## config.mk

```make
export PLATFORM = sky130hd
export DESIGN_NAME = uart_tx_buf
export DESIGN_NICKNAME = d
export VERILOG_FILES = /design/src/rtl/uart_tx_buf.sv
export SDC_FILE = /design/constraint.sdc
export NUM_CORES = 1
export LEC_CHECK = 0
export ABC_CLOCK_PERIOD_IN_PS = 5500
export CAP_MARGIN = 20
export CORE_MARGIN = 2
export CORE_UTILIZATION = 45
export CTS_CLUSTER_DIAMETER = 60
export CTS_CLUSTER_SIZE = 8
export DETAILED_ROUTE_END_ITERATION = 12
export SYNTH_ARGS = -nofsm -noshare
export SYNTH_HDL_FRONTEND = slang
export SYNTH_SLANG_ARGS = --single-unit
export TNS_END_PERCENT = 100
```

## constraint.sdc

```tcl
create_clock -name sclk -period 5.5 [get_ports sclk]
set_input_delay 0.825 -clock sclk [delete_from_list [all_inputs] [get_ports sclk]]
set_output_delay 0.825 -clock sclk [all_outputs]
set_load 0.01 [all_outputs]
```

## src/rtl/uart_tx_buf.sv

```systemverilog
// uart_tx_buf: byte FIFO feeding a UART transmitter with frame-spaced
// one-cycle start pulses.
//
// Ports:
//   sclk, rst             - system clock, synchronous active-high reset
//   wr_en, wr_data        - host write strobe and byte
//   full, empty, count    - registered FIFO status and occupancy
//   ovf                   - one-cycle pulse after a dropped write
//   tx_trig, tx_data      - transmitter start pulse and byte
//   busy                  - FIFO non-empty or sequencer active
module uart_tx_buf #(
  parameter int DEPTH        = 16,
  parameter int AW           = 4,
  parameter int FRAME_CYCLES = 52100
) (
  input  logic          sclk,
  input  logic          rst,
  input  logic          wr_en,
  input  logic [7:0]    wr_data,
  output logic          full,
  output logic          empty,
  output logic [AW:0]   count,
  output logic          ovf,
  output logic          tx_trig,
  output logic [7:0]    tx_data,
  output logic          busy
);

  typedef enum logic [1:0] {
    S_IDLE,
    S_LOAD,
    S_TRIG,
    S_WAIT
  } state_e;

  state_e        state_q, state_d;
  logic [7:0]    mem_q [DEPTH];
  logic [AW-1:0] wp_q, wp_d;
  logic [AW-1:0] rp_q, rp_d;
  logic [AW:0]   cnt_q, cnt_d;
  logic          full_q, full_d;
  logic          empty_q, empty_d;
  logic          ovf_q, ovf_d;
  logic          trig_q, trig_d;
  logic [7:0]    data_q, data_d;
  logic [15:0]   frm_q, frm_d;
  logic          push, pop;

  // Acceptance uses registered full, so a pop in the
  // same cycle cannot make room for a write at full.
  assign push = wr_en & ~full_q;
  assign pop  = (state_q == S_LOAD);

  always_ff @(posedge sclk) begin
    if (rst) begin
      state_q <= S_IDLE;
    end else begin
      state_q <= state_d;
    end
  end

  always_comb begin
    state_d = state_q;
    unique case (state_q)
      S_IDLE: if (!empty_q) state_d = S_LOAD;
      S_LOAD: state_d = S_TRIG;
      S_TRIG: state_d = S_WAIT;
      S_WAIT: begin
        if (frm_q == 16'd0) begin
          state_d = empty_q ? S_IDLE : S_LOAD;
        end
      end
    endcase
  end

  always_comb begin
    trig_d = (state_d == S_TRIG);
    data_d = pop ? mem_q[rp_q] : data_q;
    frm_d  = frm_q;
    if (state_q == S_TRIG) begin
      frm_d = 16'(FRAME_CYCLES - 1);
    end else if (state_q == S_WAIT && frm_q != 16'd0) begin
      frm_d = frm_q - 16'd1;
    end
  end

  always_comb begin
    wp_d    = push ? wp_q + AW'(1) : wp_q;
    rp_d    = pop  ? rp_q + AW'(1) : rp_q;
    cnt_d   = cnt_q + (AW+1)'(push) - (AW+1)'(pop);
    full_d  = (cnt_d == (AW+1)'(DEPTH));
    empty_d = (cnt_d == '0);
    ovf_d   = wr_en & full_q;
  end

  always_ff @(posedge sclk) begin
    if (rst) begin
      wp_q    <= '0;
      rp_q    <= '0;
      cnt_q   <= '0;
      full_q  <= 1'b0;
      empty_q <= 1'b1;
      ovf_q   <= 1'b0;
      trig_q  <= 1'b0;
      data_q  <= 8'h00;
      frm_q   <= 16'd0;
    end else begin
      wp_q    <= wp_d;
      rp_q    <= rp_d;
      cnt_q   <= cnt_d;
      full_q  <= full_d;
      empty_q <= empty_d;
      ovf_q   <= ovf_d;
      trig_q  <= trig_d;
      data_q  <= data_d;
      frm_q   <= frm_d;
    end
  end

  always_ff @(posedge sclk) begin
    if (push) begin
      mem_q[wp_q] <= wr_data;
    end
  end

  assign full    = full_q;
  assign empty   = empty_q;
  assign count   = cnt_q;
  assign ovf     = ovf_q;
  assign tx_trig = trig_q;
  assign tx_data = data_q;
  assign busy    = (state_q != S_IDLE) | ~empty_q;

endmodule

```

==> summary.md, run 1 <==
| Metric | Value |
|---|---|
| Die area | 0.0167 mm² |
| Post-cts sizing count | 0 |
| Comb pwr share | 0.255 |
| Register share of total power | 0.424 |
| Post-synthesis cell area | between 0.007 and 0.008 mm² |
| Crit-path cells | clkdlybuf4s50_1 -> nor2b_1 -> inv_1 -> ha_1 -> inv_1 -> ha_1 -> inv_1 -> fa_1 -> xnor2_1 -> or3b_2 -> a2111oi_0 |
| Port-buffer cells | 28 |
| Initial Util | 0.463 |
| Hold Vio Cnt, Final | 0 |
| Vias | roughly 4300 |
| Count of cell types in the netlist | 54 |
| Reg2Reg Launch Point | state_q[0] |
| DRT iter0 DRCs | 320 |
| Syn_nets | between 500 and 600 |
| Setup_tns | 0 ns |
| CP Class | in2reg |
| Internal power | around 2.7 mW |
| Critical Path Fanout Max | 9 |
| Crit path DAT | between 3 and 4 ns |
| Reg2reg end | full |
| Remaining DRCs | 0 |
| DR pass1 iterations | 5 |
| Vias in the first global route | roughly 4200 |
| RSZ-0062 raised after global routing | false |
| Critical Path Source | wr_en |
| Xor/xnor share of the synthesized area | 0.0124 |
| Crit end category | flop |
| FMAX | 283 MHz |
| Clock-pin transition on the worst setup and hold timing paths | 0.06 ns |
| Number of max-cap violations | 0 |
| DRT antenna net count | 0 |
| Multiplexer share of the synthesized area | 0.0952 |
| CP bufs+invs | 4 |
| Routed vias/inst | approximately 5.5 |
| H-tree levels | 4 |
| Fraction of layout cells with a size suffix above 1 | 0.0833 |
| DP Area | approximately 0.0076 mm² |
| R2R depth | 10 |
| Leakage | between 2 and 3 nW |
| Slew Limit Fails | 0 |
| Clock Skew | slightly above 0.008 ns |
| Status | completed |
| YS warnings | 0 |
| P_sw | roughly 1.2 mW |
| Sw frac | 0.304 |
| Startpoint Class | primary input |
| Global-route wire length before repair | between 20000 and 25000 µm |
| Pin count of the biggest net entering global routing | 66 |
| Clk sinks | approximately 170 |
| Synth Area in Adders | 0.0223 |
| Tightest Pin Transition | roughly 0.84 ns |
| Main combinational cell family by area after synthesis | simple AND/OR/NAND/NOR gates |
| FP Rows | 45 |
| Crit-path max cell delay | ~0.5 ns |
| Num CTS Buffers | 17 |
| Synthesized flop and latch total | 171 |
| Area Overhead vs Synth | 16.3% |
| Commonest non-fill, non-tap cell in the layout | edfxtp_1 |
| Slowest-stage cell, CP | nor2b_1 |
| Mean post-synth cell area | between 10 and 15 µm² |
| Post-synthesis simple-gate area fraction | 0.101 |
| Final instance area | just over 0.008 mm² |
| IO Count | 29 |
| Final Wtd Congestion | around 0.86 |
| Most frequent cells in the layout | edfxtp_1 (128), mux2i_1 (65), dfxtp_1 (42), nor2_1 (36), nand2_1 (35) |
| Hold WC Path Type | reg2reg |
| Clk root buf | clkbuf_16 |
| Hold Buf Count CTS | 0 |
| Clk_lat worst skew | around 0.42 ns |
| Tmin final | between 3 and 4 ns |
| Final period utilization | 0.642 |
| Routed len/inst | 19.0 µm |
| Synthesized instance count | approximately 520 |
| Final total power | between 3 and 4 mW |
| Post CTS Setup Buffer Count | 0 |
| Final WL | approximately 15000 µm |
| Initial antenna violation count | 0 |
| Clock power share | 0.321 |
| Slew margin rel. | 0.441 |
| Top delay family on crit path | simple AND/OR/NAND/NOR gates |
| Antenna diodes | 0 |
| Bufs on Longest Clock Path | 2 |
| Worst VDD drop | between 0.2 and 0.25 mV |
| Post-synth EDFFs | about 130 |
| Setup crit end | full |
| DIE HEIGHT | 129 µm |
| Fraction of synthesis flops using an asynchronous set or reset pin | 0 |
| Primary FF master, synth | edfxtp_1 |
| CTS tree | yes |
| Core Util, Final | 0.539 |
| CORE AREA | around 0.015 mm² |
| Power Dens Cells | around 470 mW/mm² |
| Grt total ovfl | 0 |
| Worst path most repeated cell | inv_1 |
| Internal reg-to-reg setup slack | 2.39 ns |
| Seq/Total Area, Yosys | 0.665 |
| Final setup vio count | 0 |
| Chip width | 129 µm |
| Synth Area in Compound Gates | 0.0819 |
| GRT Util Overall | 0.188 |
| Post-DP HPWL | about 9300 µm |
| Critical path depth | 11 |
| Critical Path RT | 5.80 ns |
| Nets | approximately 570 |
[power groups by stage]
stage	combinational (mW)	sequential, mW	clock, mW
4_1_cts	0.975	1.63	1.25
3_5_place_dp	0.969	1.66	0
3_3_place_gp	0.931	1.66	0
6_report	0.983	1.63	1.24
2_1_floorplan	0.641	1.63	0
5_1_grt	1.10	1.65	1.30
[final cells by class]
type	instances	area, µm²
fillers	1261	7030
flip-flops and latches	171	4710
multi-input cells	310	2210
clock buffers	22	484
repair buffers	38	370
well taps	211	264
clock inverters	10	139
inverters	13	48.8
[cell usage after synthesis (2+ instances only)]
master	number	area (µm²)
buf_1	7	26.3
ha_1	11	138
or3_1	7	43.8
o31ai_1	2	15.0
or4bb_1	2	22.5
nor2b_1	9	56.3
o21a_1	2	15.0
nor3_1	9	45.0
nand2_1	35	131
inv_1	13	48.8
a221oi_1	8	70.1
mux2i_1	65	651
nand2b_1	7	43.8
a2111o_1	2	22.5
nor4_1	5	31.3
a31oi_1	5	31.3
dfxtp_1	43	861
xnor2_1	4	35.0
a41o_1	2	20.0
xor2_1	6	52.6
o21ai_0	9	45.0
clkbuf_1	20	75.1
a21oi_1	18	90.1
edfxtp_1	128	3840
a22oi_1	22	165
and2_1	2	12.5
or4_1	7	52.6
nand3_1	10	50.1
nor2_1	36	135
a2111oi_0	2	17.5
[per-stage QoR]
stage	hold slack [ns]	setup WS, ns	cells
after floorplan	0.448	2.35	522
after global placement	0.461	1.67	738
after detailed placement	0.455	1.52	739
after CTS	0.471	2.01	771
after global routing	0.497	1.78	775
final	0.468	1.97	775
[tightest hold or removal path: cells and delay by family, from the launching register on]
family | cells | cell delay [ns]
DFF | 1 | 0.33
and+or+nand+nor | 2 | 0.09
[state kept, by name, indices dropped and copies added, names as in the netlist]
name / cells
tx_trig: 1
tx_data: 8
mem_q: 128
ovf: 1
empty: 1
frm_q: 16
count: 5
full: 1
wp_q: 4
state_q: 2
rp_q: 4
[logic make-up (layout without fill, tap and decap cells)]
group	after synthesis	count (layout)
flip-flops	171	171
AND/OR/NAND/NOR	140	140
AO/OA/AOI/OAI	82	82
multiplexers	66	66
buffers and inverters	41	83
adder cells (fa/ha/maj)	12	12
XOR/XNOR	10	10
[worst min-delay path by stage]
stage	from	to	slack, ns	cells after the start
floorplan	frm_q[5]	frm_q[5]	0.45	2
global placement	frm_q[5]	frm_q[5]	0.46	2
detailed placement	full	ovf	0.46	2
CTS	full	ovf	0.47	2
global route	full	ovf	0.50	2
finish	full	ovf	0.47	2
[metal layers]
layer / GRT usage / vias to the layer above / routed length (µm)
met5: 0 / - / 0
met4: 0.0697 / 0 / 271
met3: 0.0417 / 17 / 590
met2: 0.273 / 94 / 6520
met1: 0.279 / 2112 / 7360
li1: - / 2046 / -
Power figures use the tool's default switching activity.
==> run 2, diff against run 1 <==
Settings changed: ABC_CLOCK_PERIOD_IN_PS 5500 to 3000.
Clock period 5.5 ns to 3 ns, I/O delays scaled along.
==> run 2 against run 1 <==
Net effect:
- global-route usage grew 0.21 points
- power is 85% higher
- routed wire length up 0.16%
- final cell count grew 2.7%
- cell area is 1.6% higher
- clock power rose by 83%
- flip-flop and latch count unchanged
- first-iteration DRC count fell by 2.5%
- combinational power grew 94%
- clock skew decreased by 0.0021 ns
- largest cell class unchanged
- largest power group unchanged
==> summary.md, run 2 (same netlist as run 1, synthesis figures left out) <==
| Metric | Value |
|---|---|
| Chip width | between 100 and 150 µm |
| Crit-path max cell delay | roughly 0.47 ns |
| Routed vias/inst | 5.47 |
| Power Dens Cells | 854 mW/mm² |
| Final WL | 14800 µm |
| Post-cts sizing count | 0 |
| Nets | 595 |
| Slew margin rel. | 0.445 |
| Global-route wire length before repair | 23400 µm |
| Hold WS | between 0.4 and 0.5 ns |
| CORE AREA | 0.0153 mm² |
| Final period utilization | 0.915 |
| Clk sinks | ~170 |
| IO Count | 29 |
| DRT iter0 DRCs | 312 |
| Vias in the first global route | between 4000 and 5000 |
| Hold Crit Endpoint | frm_q[5] |
| Tmin final | about 2.7 ns |
| Post CTS Setup Buffer Count | 0 |
| Placed insts | between 700 and 800 |
| Hold WC Path Type | reg2reg |
| Pin count of the biggest net entering global routing | 33 |
| Post-DP HPWL | around 9500 µm |
| Final Wtd Congestion | 0.873 |
| GRT Util Overall | 0.191 |
| Core Util, Final | 0.548 |
| Slew Limit Fails | 0 |
| Top reg by flops | mem_q |
| Hold Buf Count CTS | 0 |
| Remaining DRCs | 0 |
| Tightest Pin Transition | roughly 0.83 ns |
| Hold_sp | frm_q[5] |
| DIE HEIGHT | between 100 and 150 µm |
| Hold Vio Cnt, Final | 0 |
| Setup Slack @ Placement | -0.204 ns |
| Top delay family on crit path | adder cells |
| Clock Skew | 0.00619 ns |
| Slowest-stage cell, CP | clkdlybuf4s50_1 |
| Num CTS Buffers | 17 |
| Die area | between 0.015 and 0.02 mm² |
| Initial Util | 0.463 |
| Crit-path cells | clkdlybuf4s50_1 -> nor2b_1 -> inv_1 -> ha_1 -> inv_1 -> ha_1 -> inv_1 -> fa_1 -> xnor2_1 -> or3b_2 -> a2111oi_0 |
| DR pass1 iterations | 4 |
| Commonest non-fill, non-tap cell in the layout | edfxtp_1 |
| FP Rows | 45 |
| CTS tree | yes |
| Status | completed |
| Final WS setup | approximately 0.26 ns |
| Grt total ovfl | 0 |
| R2R depth | 10 |
| CP bufs+invs | 4 |
| H-tree levels | 4 |
| Number of max-cap violations | 0 |
| Worst VDD drop | approximately 0.45 mV |
| Clk_lat worst skew | 0.42 ns |
| Routed len/inst | ~19 µm |
| Clock-pin transition on the worst setup and hold timing paths | around 0.060 ns |
| Crit path DAT | slightly above 3 ns |
| Hold Path Stages | 2 |
| Fraction of layout cells with a size suffix above 1 | 0.108 |
| Layout Cells excl Fill | 796 |
| Reg2reg end | full |
| Initial antenna violation count | 0 |
| CP Class | in2reg |
| Fill count | around 1300 |
| FMAX | around 360 MHz |
| Crit end category | flop |
| Bufs on Longest Clock Path | 2 |
| Reg2Reg Launch Point | state_q[1] |
| RSZ-0062 raised after global routing | false |
| Critical Path Source | wr_en |
| Leakage | 2.80 nW |
| Most frequent cells in the layout | edfxtp_1 (128), mux2i_1 (65), dfxtp_1 (42), nor2_1 (36), nand2_1 (35) |
| Critical Path Fanout Max | 2 |
| Critical Path RT | approximately 3.3 ns |
| Antenna diodes | 0 |
| Area Overhead vs Synth | 18.2% |
| Clk root buf | clkbuf_16 |
| Final setup vio count | 0 |
| Worst path most repeated cell | inv_1 |
| Setup_tns | 0 ns |
| Startpoint Class | primary input |
| Largest register FFs | about 130 |
| Vias | roughly 4400 |
| Port-buffer cells | 28 |
| DRT antenna net count | 0 |
| Internal reg-to-reg setup slack | 0.36 ns |
run 2: worst max-delay path by stage:
stage,to,slack [ns],depth (start not counted)
finish,full,0.26,11
global route,full,0.07,11
CTS,full,0.21,11
detailed placement,full,-0.20,11
global placement,full,-0.09,11
floorplan,full,0.22,11
run 2: worst reg2reg max path, delay by kind of cell, from the launching register on:
| family | cells | cell delay (ns) |
|---|---|---|
| adders and majority gates | 3 | 0.84 |
| AOI/OAI and AO/OA | 1 | 0.39 |
| DFF | 1 | 0.32 |
| xor gates and xnor gates | 1 | 0.15 |
| buffers and inverters | 3 | 0.19 |
| and+or+nand+nor | 2 | 0.62 |
run 2: area by class of cell:
type / count / area (µm²) / share of cell area
tap: 211 / 264 / 0.0316
clock inverter: 8 / 144 / 0.0172
timing repair buffer: 59 / 513 / 0.0614
inverter: 13 / 48.8 / 0.00584
multi-input combinational: 310 / 2210 / 0.264
sequential: 171 / 4710 / 0.563
clock buffer: 24 / 472 / 0.0564
run 2: per-stage QoR:
step | instance area (µm²) | power (mW)
after global routing | 8360 | 7.53
after detailed placement | 7740 | 4.90
after global placement | 7740 | 4.85
final | 8360 | 7.14
after CTS | 8360 | 7.18
after floorplan | 7070 | 4.17
run 2: per-layer routing:
layer	wire length (µm)	share of wire	track usage
met1	7020	0.48	0.269
met2	6840	0.46	0.292
met3	667	0.045	0.0446
met4	240	0.016	0.0646
met5	0	0	0
run 2: report_power, final:
| part | internal [mW] | switching [mW] |
|---|---|---|
| clock | 1.43 | 0.838 |
| combinational | 0.811 | 1.10 |
| sequential | 2.78 | 0.180 |
